### src/rtl/stonyman_pkg.sv
// rtl/stonyman_pkg.sv - Stonyman register map, FSM encoding and pixel step (STONYMAN_DOWNSAMPLE_EN)
package stonyman_pkg;

    localparam int MAX_RESOLUTION = 112;

    localparam logic [2:0] COLSEL = 3'd0;
    localparam logic [2:0] ROWSEL = 3'd1;
    localparam logic [2:0] VSW    = 3'd2;
    localparam logic [2:0] HSW    = 3'd3;
    localparam logic [2:0] VREF   = 3'd4;
    localparam logic [2:0] CONFIG = 3'd5;
    localparam logic [2:0] NBIAS  = 3'd6;
    localparam logic [2:0] AOBIAS = 3'd7;

    localparam int PULSE_COUNT_W = 4;

`ifdef STONYMAN_DOWNSAMPLE_EN
    localparam int PIXEL_STEP = 2;
`else
    localparam int PIXEL_STEP = 1;
`endif

    typedef enum logic [3:0] {
        IDLE, SEL_ROW, CLR_ROW, STEP_ROW, NEWLINE, SEL_COL, CLR_COL,
        SETTLE, CAPTURE, WAIT_ADC, STEP_COL, NEXT_ROW, DONE
    } state_t;

    typedef enum logic [1:0] {PIN_RESP, PIN_INCP, PIN_RESV, PIN_INCV} pin_t;

endpackage

### src/rtl/stonyman_pulse_gen.sv
// rtl/stonyman_pulse_gen.sv - emits N high/low pulses on one selected Stonyman control pin
module stonyman_pulse_gen
    import stonyman_pkg::*;
#(
    parameter int PULSE_CYCLES = 2
) (
    input  logic                     clk,
    input  logic                     reset,
    input  logic                     start,
    input  pin_t                     pin,
    input  logic [PULSE_COUNT_W-1:0] count,
    output logic                     done,
    output logic                     resp,
    output logic                     incp,
    output logic                     resv,
    output logic                     incv
);

    localparam int PW = (PULSE_CYCLES > 1) ? $clog2(PULSE_CYCLES) : 1;
    localparam logic [PW-1:0] PHASE_LAST = PW'(PULSE_CYCLES - 1);

    pin_t                     sel;
    logic                     active;
    logic                     high;
    logic                     zero_done;
    logic [PW-1:0]            phase;
    logic [PULSE_COUNT_W-1:0] remaining;
    logic                     phase_end;

    assign phase_end = (phase == PHASE_LAST);
    // done lands in the last low cycle so the next command can start without a gap
    assign done = zero_done | (active && !high && phase_end && (remaining == PULSE_COUNT_W'(1)));

    always_ff @(posedge clk or posedge reset) begin
        if (reset) begin
            sel       <= PIN_RESP;
            active    <= 1'b0;
            high      <= 1'b0;
            zero_done <= 1'b0;
            phase     <= '0;
            remaining <= '0;
        end else begin
            zero_done <= 1'b0;
            if (start) begin
                sel       <= pin;
                remaining <= count;
                phase     <= '0;
                active    <= (count != '0);
                high      <= (count != '0);
                zero_done <= (count == '0);
            end else if (active) begin
                if (phase_end) begin
                    phase <= '0;
                    if (high) begin
                        high <= 1'b0;
                    end else if (remaining == PULSE_COUNT_W'(1)) begin
                        active <= 1'b0;
                    end else begin
                        remaining <= remaining - 1'b1;
                        high      <= 1'b1;
                    end
                end else begin
                    phase <= phase + 1'b1;
                end
            end
        end
    end

    assign resp = active && high && (sel == PIN_RESP);
    assign incp = active && high && (sel == PIN_INCP);
    assign resv = active && high && (sel == PIN_RESV);
    assign incv = active && high && (sel == PIN_INCV);

endmodule

### src/rtl/stonyman_controller.sv
// rtl/stonyman_controller.sv - Stonyman frame readout sequencer; STONYMAN_DOWNSAMPLE_EN selects 2x pixel step
module stonyman_controller
    import stonyman_pkg::*;
#(
    parameter int NUM_ROWS      = 112,
    parameter int NUM_COLS      = 112,
    parameter int PULSE_CYCLES  = 2,
    parameter int SETTLE_CYCLES = 8
) (
    input  logic       clk,
    input  logic       reset,
    input  logic       frame_start,
    input  logic       adc_capture_done,
    output logic       adc_capture_start,
    output logic       newline_sample,
    output logic       resp,
    output logic       incp,
    output logic       resv,
    output logic       incv,
    output logic       busy,
    output logic       frame_done,
    output logic [6:0] row_idx,
    output logic [6:0] col_idx
);

    localparam int SW = (SETTLE_CYCLES > 1) ? $clog2(SETTLE_CYCLES) : 1;
    localparam logic [SW-1:0] SETTLE_LAST = SW'(SETTLE_CYCLES - 1);
    localparam logic [PULSE_COUNT_W-1:0] STEP_COUNT = PULSE_COUNT_W'(PIXEL_STEP);

    state_t                   state;
    state_t                   state_next;
    logic                     sel_incp;
    logic [SW-1:0]            settle_cnt;
    logic [7:0]               row_next;
    logic [7:0]               col_next;
    logic                     last_row;
    logic                     last_col;
    logic                     pg_start;
    logic                     pg_done;
    pin_t                     pg_pin;
    logic [PULSE_COUNT_W-1:0] pg_count;

    assign row_next = {1'b0, row_idx} + 8'(PIXEL_STEP);
    assign col_next = {1'b0, col_idx} + 8'(PIXEL_STEP);
    assign last_row = (row_next >= 8'(NUM_ROWS));
    assign last_col = (col_next >= 8'(NUM_COLS));

    always_ff @(posedge clk or posedge reset) begin
        if (reset) state <= IDLE;
        else       state <= state_next;
    end

    // sel_incp: inside SEL_ROW/SEL_COL, 0 while resp runs and 1 while incp runs
    always_ff @(posedge clk or posedge reset) begin
        if (reset) begin
            sel_incp   <= 1'b0;
            settle_cnt <= '0;
            row_idx    <= '0;
            col_idx    <= '0;
        end else begin
            if (state == SEL_ROW || state == SEL_COL) begin
                if (pg_done) sel_incp <= ~sel_incp;
            end else begin
                sel_incp <= 1'b0;
            end
            settle_cnt <= (state == SETTLE) ? settle_cnt + 1'b1 : '0;
            if (state == WAIT_ADC && adc_capture_done && !last_col) col_idx <= col_next[6:0];
            if (state == NEXT_ROW) begin
                col_idx <= '0;
                row_idx <= last_row ? 7'd0 : row_next[6:0];
            end
        end
    end

    always_comb begin
        state_next = state;
        case (state)
            IDLE:     if (frame_start) state_next = SEL_ROW;
            SEL_ROW:  if (pg_done && sel_incp) state_next = (row_idx == 7'd0) ? CLR_ROW : STEP_ROW;
            CLR_ROW:  if (pg_done) state_next = NEWLINE;
            STEP_ROW: if (pg_done) state_next = NEWLINE;
            NEWLINE:  state_next = SEL_COL;
            SEL_COL:  if (pg_done && sel_incp) state_next = CLR_COL;
            CLR_COL:  if (pg_done) state_next = SETTLE;
            SETTLE:   if (settle_cnt == SETTLE_LAST) state_next = CAPTURE;
            CAPTURE:  state_next = WAIT_ADC;
            WAIT_ADC: if (adc_capture_done) state_next = last_col ? NEXT_ROW : STEP_COL;
            STEP_COL: if (pg_done) state_next = SETTLE;
            NEXT_ROW: state_next = last_row ? DONE : SEL_ROW;
            DONE:     state_next = IDLE;
            default:  state_next = IDLE;
        endcase
    end

    // Pulse commands are issued on the transition so the pin rises in the first cycle of the new step
    always_comb begin
        pg_start          = 1'b0;
        pg_pin            = PIN_RESP;
        pg_count          = '0;
        busy              = (state != IDLE) && (state != DONE);
        frame_done        = (state == DONE);
        newline_sample    = (state == NEWLINE);
        adc_capture_start = (state == CAPTURE);
        case (state)
            IDLE: if (frame_start) begin
                pg_start = 1'b1;
                pg_count = PULSE_COUNT_W'(1);
            end
            SEL_ROW: if (pg_done) begin
                pg_start = 1'b1;
                if (!sel_incp) begin
                    pg_pin   = PIN_INCP;
                    pg_count = PULSE_COUNT_W'(ROWSEL);
                end else if (row_idx == 7'd0) begin
                    pg_pin   = PIN_RESV;
                    pg_count = PULSE_COUNT_W'(1);
                end else begin
                    pg_pin   = PIN_INCV;
                    pg_count = STEP_COUNT;
                end
            end
            NEWLINE: begin
                pg_start = 1'b1;
                pg_count = PULSE_COUNT_W'(1);
            end
            // the value register is cleared only on the first row; later rows keep it
            SEL_COL: if (pg_done) begin
                pg_start = 1'b1;
                if (!sel_incp) begin
                    pg_pin   = PIN_INCP;
                    pg_count = PULSE_COUNT_W'(COLSEL);
                end else begin
                    pg_pin   = PIN_RESV;
                    pg_count = {{(PULSE_COUNT_W-1){1'b0}}, (row_idx == 7'd0)};
                end
            end
            WAIT_ADC: if (adc_capture_done && !last_col) begin
                pg_start = 1'b1;
                pg_pin   = PIN_INCV;
                pg_count = STEP_COUNT;
            end
            NEXT_ROW: if (!last_row) begin
                pg_start = 1'b1;
                pg_count = PULSE_COUNT_W'(1);
            end
            default: ;
        endcase
    end

    stonyman_pulse_gen #(.PULSE_CYCLES(PULSE_CYCLES)) u_pulse_gen (
        .clk   (clk),
        .reset (reset),
        .start (pg_start),
        .pin   (pg_pin),
        .count (pg_count),
        .done  (pg_done),
        .resp  (resp),
        .incp  (incp),
        .resv  (resv),
        .incv  (incv)
    );

endmodule

### config.mk
export PLATFORM = sky130hd
export DESIGN_NAME = stonyman_controller
export DESIGN_NICKNAME = d
export VERILOG_FILES = /design/src/rtl/stonyman_pkg.sv /design/src/rtl/stonyman_pulse_gen.sv /design/src/rtl/stonyman_controller.sv
export SDC_FILE = /design/constraint.sdc
export NUM_CORES = 1
export LEC_CHECK = 0
export CORE_MARGIN = 8
export CORE_UTILIZATION = 30
export CTS_BUF_LIST = sky130_fd_sc_hd__clkbuf_8
export CTS_CLUSTER_SIZE = 28
export DETAILED_ROUTE_END_ITERATION = 12
export PLACE_DENSITY_LB_ADDON = 0.2
export SLEW_MARGIN = 20
export SYNTH_ARGS = -nofsm -noshare
export SYNTH_HDL_FRONTEND = slang
export SYNTH_SLANG_ARGS = --single-unit
export TNS_END_PERCENT = 10
### constraint.sdc
create_clock -name clk -period 2.11 [get_ports clk]
set_clock_uncertainty 0.1 [all_clocks]
set_input_delay 0.211 -clock clk [delete_from_list [all_inputs] [get_ports clk]]
set_output_delay 0.211 -clock clk [all_outputs]
set_load 0.02 [all_outputs]
# --- After elaboration in Yosys (flattened, before gate mapping) ---
# Index checks and enable logic that the tools add are counted.
op_classes:
  add_sub_neg: 5
  order_cmp: 2
  n_eq_ne: 28
  muxes: 54
  bitwise: 2
  reduce_logical: 31
ops:
  columns: ["operator", "count"]
  rows:
  - ["two-way mux 4 bit", 13]
  - ["one-hot mux 4 bit (10 select lines)", 1]
  - ["two-way mux 1 bit", 28]
  - ["two-way mux 7 bit", 3]
  - ["== test 4 bit, second input constant", 5]
  - ["adder 7 x 1 -> 8 bit, second input constant", 2]
  - ["== test 4 x 3 -> 1 bit, second input constant", 4]
  - [">= comparator 8 x 7 -> 1 bit, second input constant", 2]
  - ["logical AND 1 bit", 13]
  - ["two-way mux 2 bit", 5]
  - ["!= test 2 x 1 -> 1 bit, second input constant", 5]
  - ["!= test 2 bit, second input constant", 5]
  - ["== test 4 x 1 -> 1 bit, second input constant", 2]
  - ["== test 4 x 2 -> 1 bit, second input constant", 2]
  - ["zero test 4 bit", 2]
  - ["nonzero test 4 bit", 2]
  - ["zero test 7 bit", 1]
  - ["AND reduction 7 bit", 1]
  - ["one-hot mux 1 bit (6 select lines)", 1]
  - ["one-hot mux 2 bit (3 select lines)", 1]
  - ["nonzero test 2 bit", 3]
  - ["OR reduction 2 bit", 3]
  - ["one-hot mux 1 bit (5 select lines)", 1]
  - ["== test 2 bit, second input constant", 2]
  - ["14 further kinds", 15]
totals:
  register_bits: 32

# --- Longest topological paths before layout ---
# Gate-level depths: netlist of the first run.
logic_depth:
  word_depth: 9
  ltp_mapped: 8
  mapped_depth_nobuf: 8

# --- Hierarchy ---
# Synthesis of the first run repeated with hierarchy kept, for this count alone.
hier_totals:
  cells_unflattened: 225
  hier_area_um2: 2080.7
by_module_without_submodules:
  columns: ["mod", "instances", "cells_each", "area_per_inst_um2"]
  rows:
  - ["stonyman_controller", 1, 166, 1500.2]
  - ["stonyman_pulse_gen", 1, 59, 580.6]

# --- Worst setup path before layout of the first run ---
# OpenSTA, ideal clock, no wires.
synth_timing:
  path_kind: "register -> register"
  startpoint: "register row_idx[0]"
  endpoint: "register u_pulse_gen.remaining[1]"
  setup_ns: 0.094
  arrival_ns: 2.051
  slack_ns: -0.135
  stages_incl_launch_ff: 8
  synth_period_minus_slack_ns: 2.245
  cell_sequence: "dfrtp_1 -> ha_1 -> and3_1 -> a21oi_1 -> o21ai_1 -> a221oi_1 -> nand2_1 -> a211oi_1"
synth_between:
  elab_chain_len: 6
synth_rtl:
  columns: ["element", "line", "rtl"]
  rows:
  - ["start: declaration", "stonyman_controller.sv:22", "output logic [6:0] row_idx,"]
  - ["start signal: assignment", "stonyman_controller.sv:70", "row_idx <= last_row ? 7'd0 : row_next[6:0];"]
  - ["adder 7 x 1 -> 8 bit *", "stonyman_controller.sv:43", "assign row_next = {1'b0, row_idx} + 8'(PIXEL_STEP);"]
  - [">= comparator 8 x 7 -> 1 bit *", "stonyman_controller.sv:45", "assign last_row = (row_next >= 8'(NUM_ROWS));"]
  - ["two-way mux 1 bit *", "stonyman_controller.sv:142", "NEXT_ROW: if (!last_row) begin"]
  - ["one-hot mux 1 bit (5 select lines) *", "stonyman_controller.sv:104", "case (state)"]
  - ["!= test 2 bit (no source line) / nonzero test 2 bit (equally long branches)", null, null]
  - ["AND reduction 4 bit (no source line)", null, null]
  - ["end signal: assignment", "stonyman_pulse_gen.sv:46", "remaining <= count;"]
  - ["end signal: assignment", "stonyman_pulse_gen.sv:59", "remaining <= remaining - 1'b1;"]
  - ["end: declaration", "stonyman_pulse_gen.sv:27", "logic [PULSE_COUNT_W-1:0] remaining;"]
# Every way passes the cells marked *; elsewhere a longest branch is shown, timed or not.
# A chain may end at the register's enable or synchronous reset.

# --- Worst setup path in the final report of the first run ---
layout_timing:
  startpoint: "register col_idx[0]"
  endpoint: "register col_idx[6]"
layout_between:
  elab_chain_len: 5
layout_rtl:
  columns: ["element", "line", "rtl"]
  rows:
  - ["start: declaration", "stonyman_controller.sv:23", "output logic [6:0] col_idx"]
  - ["start signal: assignment", "stonyman_controller.sv:67", "if (state == WAIT_ADC && adc_capture_done && !last_col) col_idx <= col_next[6:0];"]
  - ["adder 7 x 1 -> 8 bit *", "stonyman_controller.sv:44", "assign col_next = {1'b0, col_idx} + 8'(PIXEL_STEP);"]
  - [">= comparator 8 x 7 -> 1 bit", "stonyman_controller.sv:46", "assign last_col = (col_next >= 8'(NUM_COLS));"]
  - ["zero test 1 bit", "stonyman_controller.sv:67", null]
  - ["logical AND 1 bit", "stonyman_controller.sv:67", null]
  - ["nonzero test 2 bit (no source line)", null, null]
# Every way passes the cells marked *; elsewhere a longest branch is shown, timed or not. The select of a mux whose other input is x is not followed.

==> results.md, run 1 <==
* Status: finished, final reports clean
* Final wirelength at 5000 µm
* Critical Path Sink Type: flop
* Most common cell after layout, fill and taps aside: buf_4
* Clk pwr share at 0.155
* Relative slew slack at 0.552
* Initial Util at 0.308
* Worst-Margin Slew at 0.671 ns
* Final Hold Vio Count at 0
* Die H at 96.3 µm
* DIE WIDTH at 96.3 µm
* FP Rows at 29
* Combinational cell fraction of total power at 0.550
* Io pins at 26
* Layout Nets at 294
* CP cell instances: buf_6 > and3_4 > a22o_4 > a2111oi_4 > buf_4 > and4_1 > xnor2_1 > nor2_1
* Final Cycle Share at 0.986
* Core Footprint at 6280 µm²
* Hold Path Class: in -> async
* Clock Latency Late Sink at 0.28 ns
* Post-synthesis async set-or-reset flop share at 1.00
* First-pass GRT wire length at between 8000 and 9000 µm
* Ys Warns at 0
* GR Util met2 at 0.169
* Synth Cell Area at 1930 µm²
* Layout Area Growth over Synthesis at 41.4%
* 1st-pass router iterations at 4
* Leakage at 0.00122 µW
* Root buffer cell: clkbuf_8
* Buffers on Ports at 25
* Synth unique cells at 49
* Vias at 1,825
* Sink Count at 32
* RSZ-0062 raised after global routing: yes
* Remaining antenna violation count at 0
* Crit path DAT at 2.16 ns
* Detail Placement HPWL at 3780 µm
* Final setup viols at 0
* TritonCTS Buffers at 5
* PwrDens at 1150 nW/µm²
* Slowest cell delay on critical path at 0.42 ns
* H-tree depth at 2
* Top_reg_cell synth: dfrtp_1
* Period minus WS final at 2.08 ns
* Global routing usage on met1 at 0.163
* Clk buf depth at 2
* Pint at 1890 µW
* Commonest non-fill, non-tap cells in the layout: buf_4 (39), dfrtp_1 (30), nand2_1 (22)
* Crit Path Max Fanout at 7
* Remaining DRCs at 0
* GR peak layer: met2
* Fin. max-slew vios at 0
* CP required at 2.19 ns
* Largest net degree at the start of global routing at 18
* Yosys reg bits at 32
* Vias in the first global route at 1,749
* GR Util met3 at 0.0289
* Synth Net Count at roughly 230
* GRT Overall Usage at 0.116
* Antenna violations before repair at 0
* GPL Wtd Cong at 0.803
* Maxcap violations at 0
* Sw frac at 0.399
* Cells after Synth at ~220
* Number of enable flip-flop cells after synthesis at 0
* Critical-path top delay cell: dfrtp_2
* Vias/cell at 5.06
* Total power at 3150 µW
* Layout cells sized above 1 at 0.268
* Fmax achieved at between 400 and 500 MHz
* Sequential Power Share at 0.296
* Max VDD drop at a little under 0.0007 V
* Total gr overflow at 0
* Worst setup SP type: flop
* Wire per inst at 13.8 µm
* Setup TNS at 0 ns
* P_sw at 1260 µW
* Diodes inserted at 0
* Syn avg cell area at 8.75 µm²
* DR iter-0 viols at 106
* Die area at ~9300 µm²
* Setup CP Type: reg -> reg
* CTS tree: yes
* Sequential area share after synthesis at 0.414
* Worst-path clk slew at 0.07 ns
[metrics by stage]
stage	instance area, µm²	utilization	setup WS, ns	hold slack (ns)	instances
after global placement	2550	0.407	-0.0133	0.317	351
after CTS	2670	0.425	0.00642	0.264	359
after global routing	2730	0.436	-0.0654	0.296	361
after detailed placement	2550	0.407	-0.0490	0.323	351
final	2730	0.436	0.0300	0.221	361
after floorplan	1950	-	-0.103	0.227	221
[sequential cells by signal, indices dropped and copies added (netlist names)]
signal                 cells
col_idx                    7
row_idx                    7
sel_incp                   1
settle_cnt                 3
state                      4
u_pulse_gen.active         1
u_pulse_gen.high           1
u_pulse_gen.phase          1
u_pulse_gen.remaining      4
u_pulse_gen.sel            2
u_pulse_gen.zero_done      1
[power by group through the flow]
stage | logic [µW] | clock network [µW] | registers [µW]
2_1_floorplan | 958 | 0 | 931
3_3_place_gp | 1620 | 0 | 936
3_5_place_dp | 1620 | 0 | 931
4_1_cts | 1680 | 505 | 924
5_1_grt | 1920 | 529 | 958
6_report | 1730 | 488 | 932
[what timing repair did]
item	CTS	global route
pin swaps	1	9
setup buffers	0	2
setup endpoints to repair	5	16
gates cloned	0	0
hold buffers	0	0
gates resized for setup	4	14
[path summary, 6_finish.rpt]
check,startpoint,to,slack [ns],cells after the start
max,col_idx[0],col_idx[6],0.03,8
min,reset,col_idx[3],0.22,2
max reg2reg,col_idx[0],col_idx[6],0.03,8
min reg2reg,settle_cnt[0],settle_cnt[0],0.33,1
max in group asynchronous,reset,u_pulse_gen.remaining[1],1.15,3
min in group clk,settle_cnt[0],settle_cnt[0],0.33,1
[critical path: cells and delay by family, from the launching register on]
kind | cells | cell delay [ns]
AO/OA/AOI/OAI | 2 | 0.60
flip-flops | 1 | 0.42
AND/OR/NAND/NOR | 3 | 0.40
buffers and inverters | 2 | 0.34
XOR/XNOR | 1 | 0.11
[cell usage after synthesis, types with 2 or more instances]
cell	count	share of area
a211oi_1	2	0.0078
a21o_1	2	0.0078
a21oi_1	14	0.036
a221oi_1	2	0.0091
a22o_1	2	0.0091
a22oi_1	2	0.0078
a31o_2	2	0.0091
a31oi_1	4	0.013
and2_1	3	0.0097
and3_1	3	0.0097
buf_2	5	0.013
clkbuf_1	5	0.0097
dfrtp_1	32	0.41
ha_1	7	0.045
inv_1	11	0.021
nand2_1	23	0.045
nand2b_1	4	0.013
nand3_1	12	0.031
nand4_1	6	0.019
nor2_1	20	0.039
nor3_1	7	0.018
nor4_1	2	0.0065
o21ai_0	14	0.036
o31ai_1	3	0.012
or2_2	4	0.013
xnor2_1	4	0.018
xor2_1	4	0.018
[metal layers]
layer / vias to the layer above / wire length [µm]
met4: 0 / 21
met2: 27 / 2180
li1: 925 / -
met5: - / 0
met3: 2 / 195
met1: 871 / 2600
[cells by family after synthesis]
group / after synthesis / share of synthesized area
buf+inv: 22 / 0.0460
fa+ha+maj: 7 / 0.0453
flops: 32 / 0.414
compound gates: 58 / 0.211
simple gates: 92 / 0.236
xor+xnor: 8 / 0.0362
mux: 2 / 0.0110
[area by class of cell]
class / instances / area [µm²]
clock buffer: 6 / 82.6
clock inverter: 2 / 10.0
fill: 645 / 3540
inverter: 11 / 41.3
multi-input combinational: 167 / 1120
sequential: 32 / 803
tap: 77 / 96.3
timing repair buffer: 66 / 581
No activity file was read; power rests on OpenSTA's default activity.
==> run 2, diff against run 1 <==
--- a/config.mk
+++ b/config.mk
@@ -10,8 +10,7 @@
 export CTS_BUF_LIST = sky130_fd_sc_hd__clkbuf_8
 export CTS_CLUSTER_SIZE = 28
 export DETAILED_ROUTE_END_ITERATION = 12
-export PLACE_DENSITY_LB_ADDON = 0.2
-export SLEW_MARGIN = 20
+export PLACE_DENSITY = 0.53
 export SYNTH_ARGS = -nofsm -noshare
 export SYNTH_HDL_FRONTEND = slang
 export SYNTH_SLANG_ARGS = --single-unit
==> constraint.sdc (replaced) <==
create_clock -name clk -period 2.11 [get_ports clk]
set_clock_uncertainty 0.1 [all_clocks]
set_input_delay 0.211 -clock clk [delete_from_list [all_inputs] [get_ports clk]]
set_output_delay 0.211 -clock clk [all_outputs]
set_load 0.1 [all_outputs]
==> results.md, run 2 (synthesis gave the netlist of run 1 again) <==
* Placement Cell Area at 2570 µm² (was 2550 µm²)
* Total gr overflow at 0 (unchanged)
* Final wirelength at 5130 µm (was 5000 µm)
* DR iter-0 viols at 79 (was 106)
* Wire per inst at 14.2 µm (was 13.8 µm)
* PwrDens at 1330 nW/µm² (was 1150 nW/µm²)
* Worst-Margin Slew at 0.452 ns (was 0.671 ns)
* Post-Layout Cell Count at 360 (was 361)
* Vias at 1,825 (unchanged)
* Antenna violations before repair at 0 (unchanged)
* CTS Hold Buffers Added at 0 (unchanged)
* TritonCTS Buffers at 5 (unchanged)
* Largest registers: col_idx: 7 flops, row_idx: 7 flops (unchanged)
* Layout Nets at 293 (was 294)
* Combinational cell fraction of total power at 0.622 (was 0.550)
* Vias in the first global route at 1,766 (was 1,749)
* Sequential Power Share at 0.249 (was 0.296)
* Sink Count at 32 (unchanged)
* Final Hold Vio Count at 0 (unchanged)
* H-tree depth at 2 (unchanged)
* Worst-path clk slew at 0.07 ns (about the same)
* Final instance area at 2800 µm² (was 2730 µm²)
* Period minus WS final at 2.07 ns (was 2.08 ns)
* Critical Path Sink Type: flop (unchanged)
* Crit path DAT at 2.14 ns (was 2.16 ns)
* Die area at 9270 µm² (unchanged)
* RSZ-0062 raised after global routing: yes (unchanged)
* Layout Area Growth over Synthesis at 44.9% (was 41.4%)
* CP required at 2.18 ns (was 2.19 ns)
* CTS tree: yes (unchanged)
* Final Hold Slack at 0.217 ns (was 0.221 ns)
* Buffers on Ports at 25 (unchanged)
* Crit Path Max Fanout at 5 (was 7)
* First-pass GRT wire length at 8510 µm (was 8350 µm)
* Fin. max-slew vios at 0 (unchanged)
* Final Cycle Share at 0.983 (was 0.986)
* Diodes inserted at 0 (unchanged)
* Clock Latency Late Sink at 0.28 ns (about the same)
* 1st-pass router iterations at 4 (unchanged)
* Io pins at 26 (unchanged)
* Filler instances at 633 (was 645)
* GRT Overall Usage at 0.114 (was 0.116)
* Largest net degree at the start of global routing at 33 (was 18)
* Placed Cells at 347 (was 351)
* Maxcap violations at 0 (unchanged)
* Remaining antenna violation count at 0 (unchanged)
* Die H at 96.3 µm (unchanged)
* Root buffer cell: clkbuf_8 (unchanged)
* Remaining DRCs at 0 (unchanged)
* Leakage at 0.00125 µW (was 0.00122 µW)
* Most common cell after layout, fill and taps aside: buf_4 (unchanged)
* Status: finished, final reports clean (unchanged)
* Clk pwr share at 0.130 (was 0.155)
* GPL Wtd Cong at 0.884 (was 0.803)
* Initial Util at 0.308 (unchanged)
* Relative slew slack at 0.696 (was 0.552)
* Max VDD drop at 0.00118 V (was 0.000682 V)
* Detail Placement HPWL at 3660 µm (was 3780 µm)
* Hold Path Class: in -> async (unchanged)
* Setup CP Type: reg -> reg (unchanged)
* Sw frac at 0.468 (was 0.399)
* Clk buf depth at 2 (unchanged)
* Final setup viols at 0 (unchanged)
* Pint at 1990 µW (was 1890 µW)
* Core Footprint at 6280 µm² (unchanged)
* Worst setup SP type: flop (unchanged)
* Commonest non-fill, non-tap cells in the layout: buf_4 (53), dfrtp_1 (31), nand2_1 (22) (was buf_4 (39), dfrtp_1 (30), nand2_1 (22))
* P_sw at 1750 µW (was 1260 µW)
* FP Rows at 29 (unchanged)
* Fmax achieved at 482 MHz (was 481 MHz)
* Layout cells sized above 1 at 0.332 (was 0.268)
* DIE WIDTH at 96.3 µm (unchanged)
* Vias/cell at 5.07 (was 5.06)
## run 2: per-layer routing
metal / global-route usage / vias up / part of all wire
met5: 0 / - / 0
met4: 0.0423 / 0 / 0.011
met3: 0.0226 / 5 / 0.040
met2: 0.177 / 34 / 0.45
met1: 0.154 / 870 / 0.50
li1: - / 916 / -
## run 2: stage by stage
stage,setup TNS (ns),setup slack (ns),total power [µW],utilization
final,0,0.0364,3730,0.446
after global routing,-0.177,-0.0659,3980,0.446
after CTS,-0.0267,-0.0267,3620,0.426
after detailed placement,-0.176,-0.0714,3100,0.409
after global placement,-0.176,-0.0805,3090,0.409
after floorplan,-13.84,-0.847,2340,-
## run 2: final cells by class
type	count	area (µm²)	share of cell area
multi-input combinational	167	1170	0.418
sequential	32	802	0.286
timing repair buffer	65	599	0.214
tap	77	96.3	0.0344
clock buffer	6	82.6	0.0295
inverter	11	41.3	0.0147
clock inverter	2	7.51	0.00268
## run 2: worst max-delay path, stage by stage (launching register included)
cell and delay (ns):
dfrtp_1 0.38, inv_1 0.08, ha_1 0.17, nor4b_4 0.25, a31o_4 0.23, o221a_4 0.22
a21boi_4 0.19, mux2_2 0.34
## run 2: worst paths after layout
| check | start | end | slack (ns) | cells after the start |
|---|---|---|---|---|
| max in group asynchronous | reset | col_idx[1] | 1.36 | 3 |
| min reg2reg | settle_cnt[0] | settle_cnt[0] | 0.33 | 1 |
| min in group clk | settle_cnt[0] | settle_cnt[0] | 0.33 | 1 |
| max | u_pulse_gen.remaining[1] | state[0] | 0.04 | 7 |
| min | reset | u_pulse_gen.remaining[0] | 0.22 | 3 |
| max reg2reg | u_pulse_gen.remaining[1] | state[0] | 0.04 | 7 |
## run 2: power groups by stage
stage / Combinational (µW) / Clock, µW / Sequential [µW]
final: 2320 / 484 / 929
after global routing: 2500 / 525 / 949
after CTS: 2210 / 505 / 907
after detailed placement: 2190 / 0 / 913
after global placement: 2180 / 0 / 913
after floorplan: 1250 / 0 / 1090
## run 2: repair_timing
| action | 4_1_cts | 5_1_grt |
|---|---|---|
| endpoints found under the setup margin | 7 | 11 |
| gates cloned | 0 | 0 |
| gates resized for setup | 4 | 14 |
| buffers inserted | 0 | 5 |
| pin swaps | 1 | 7 |
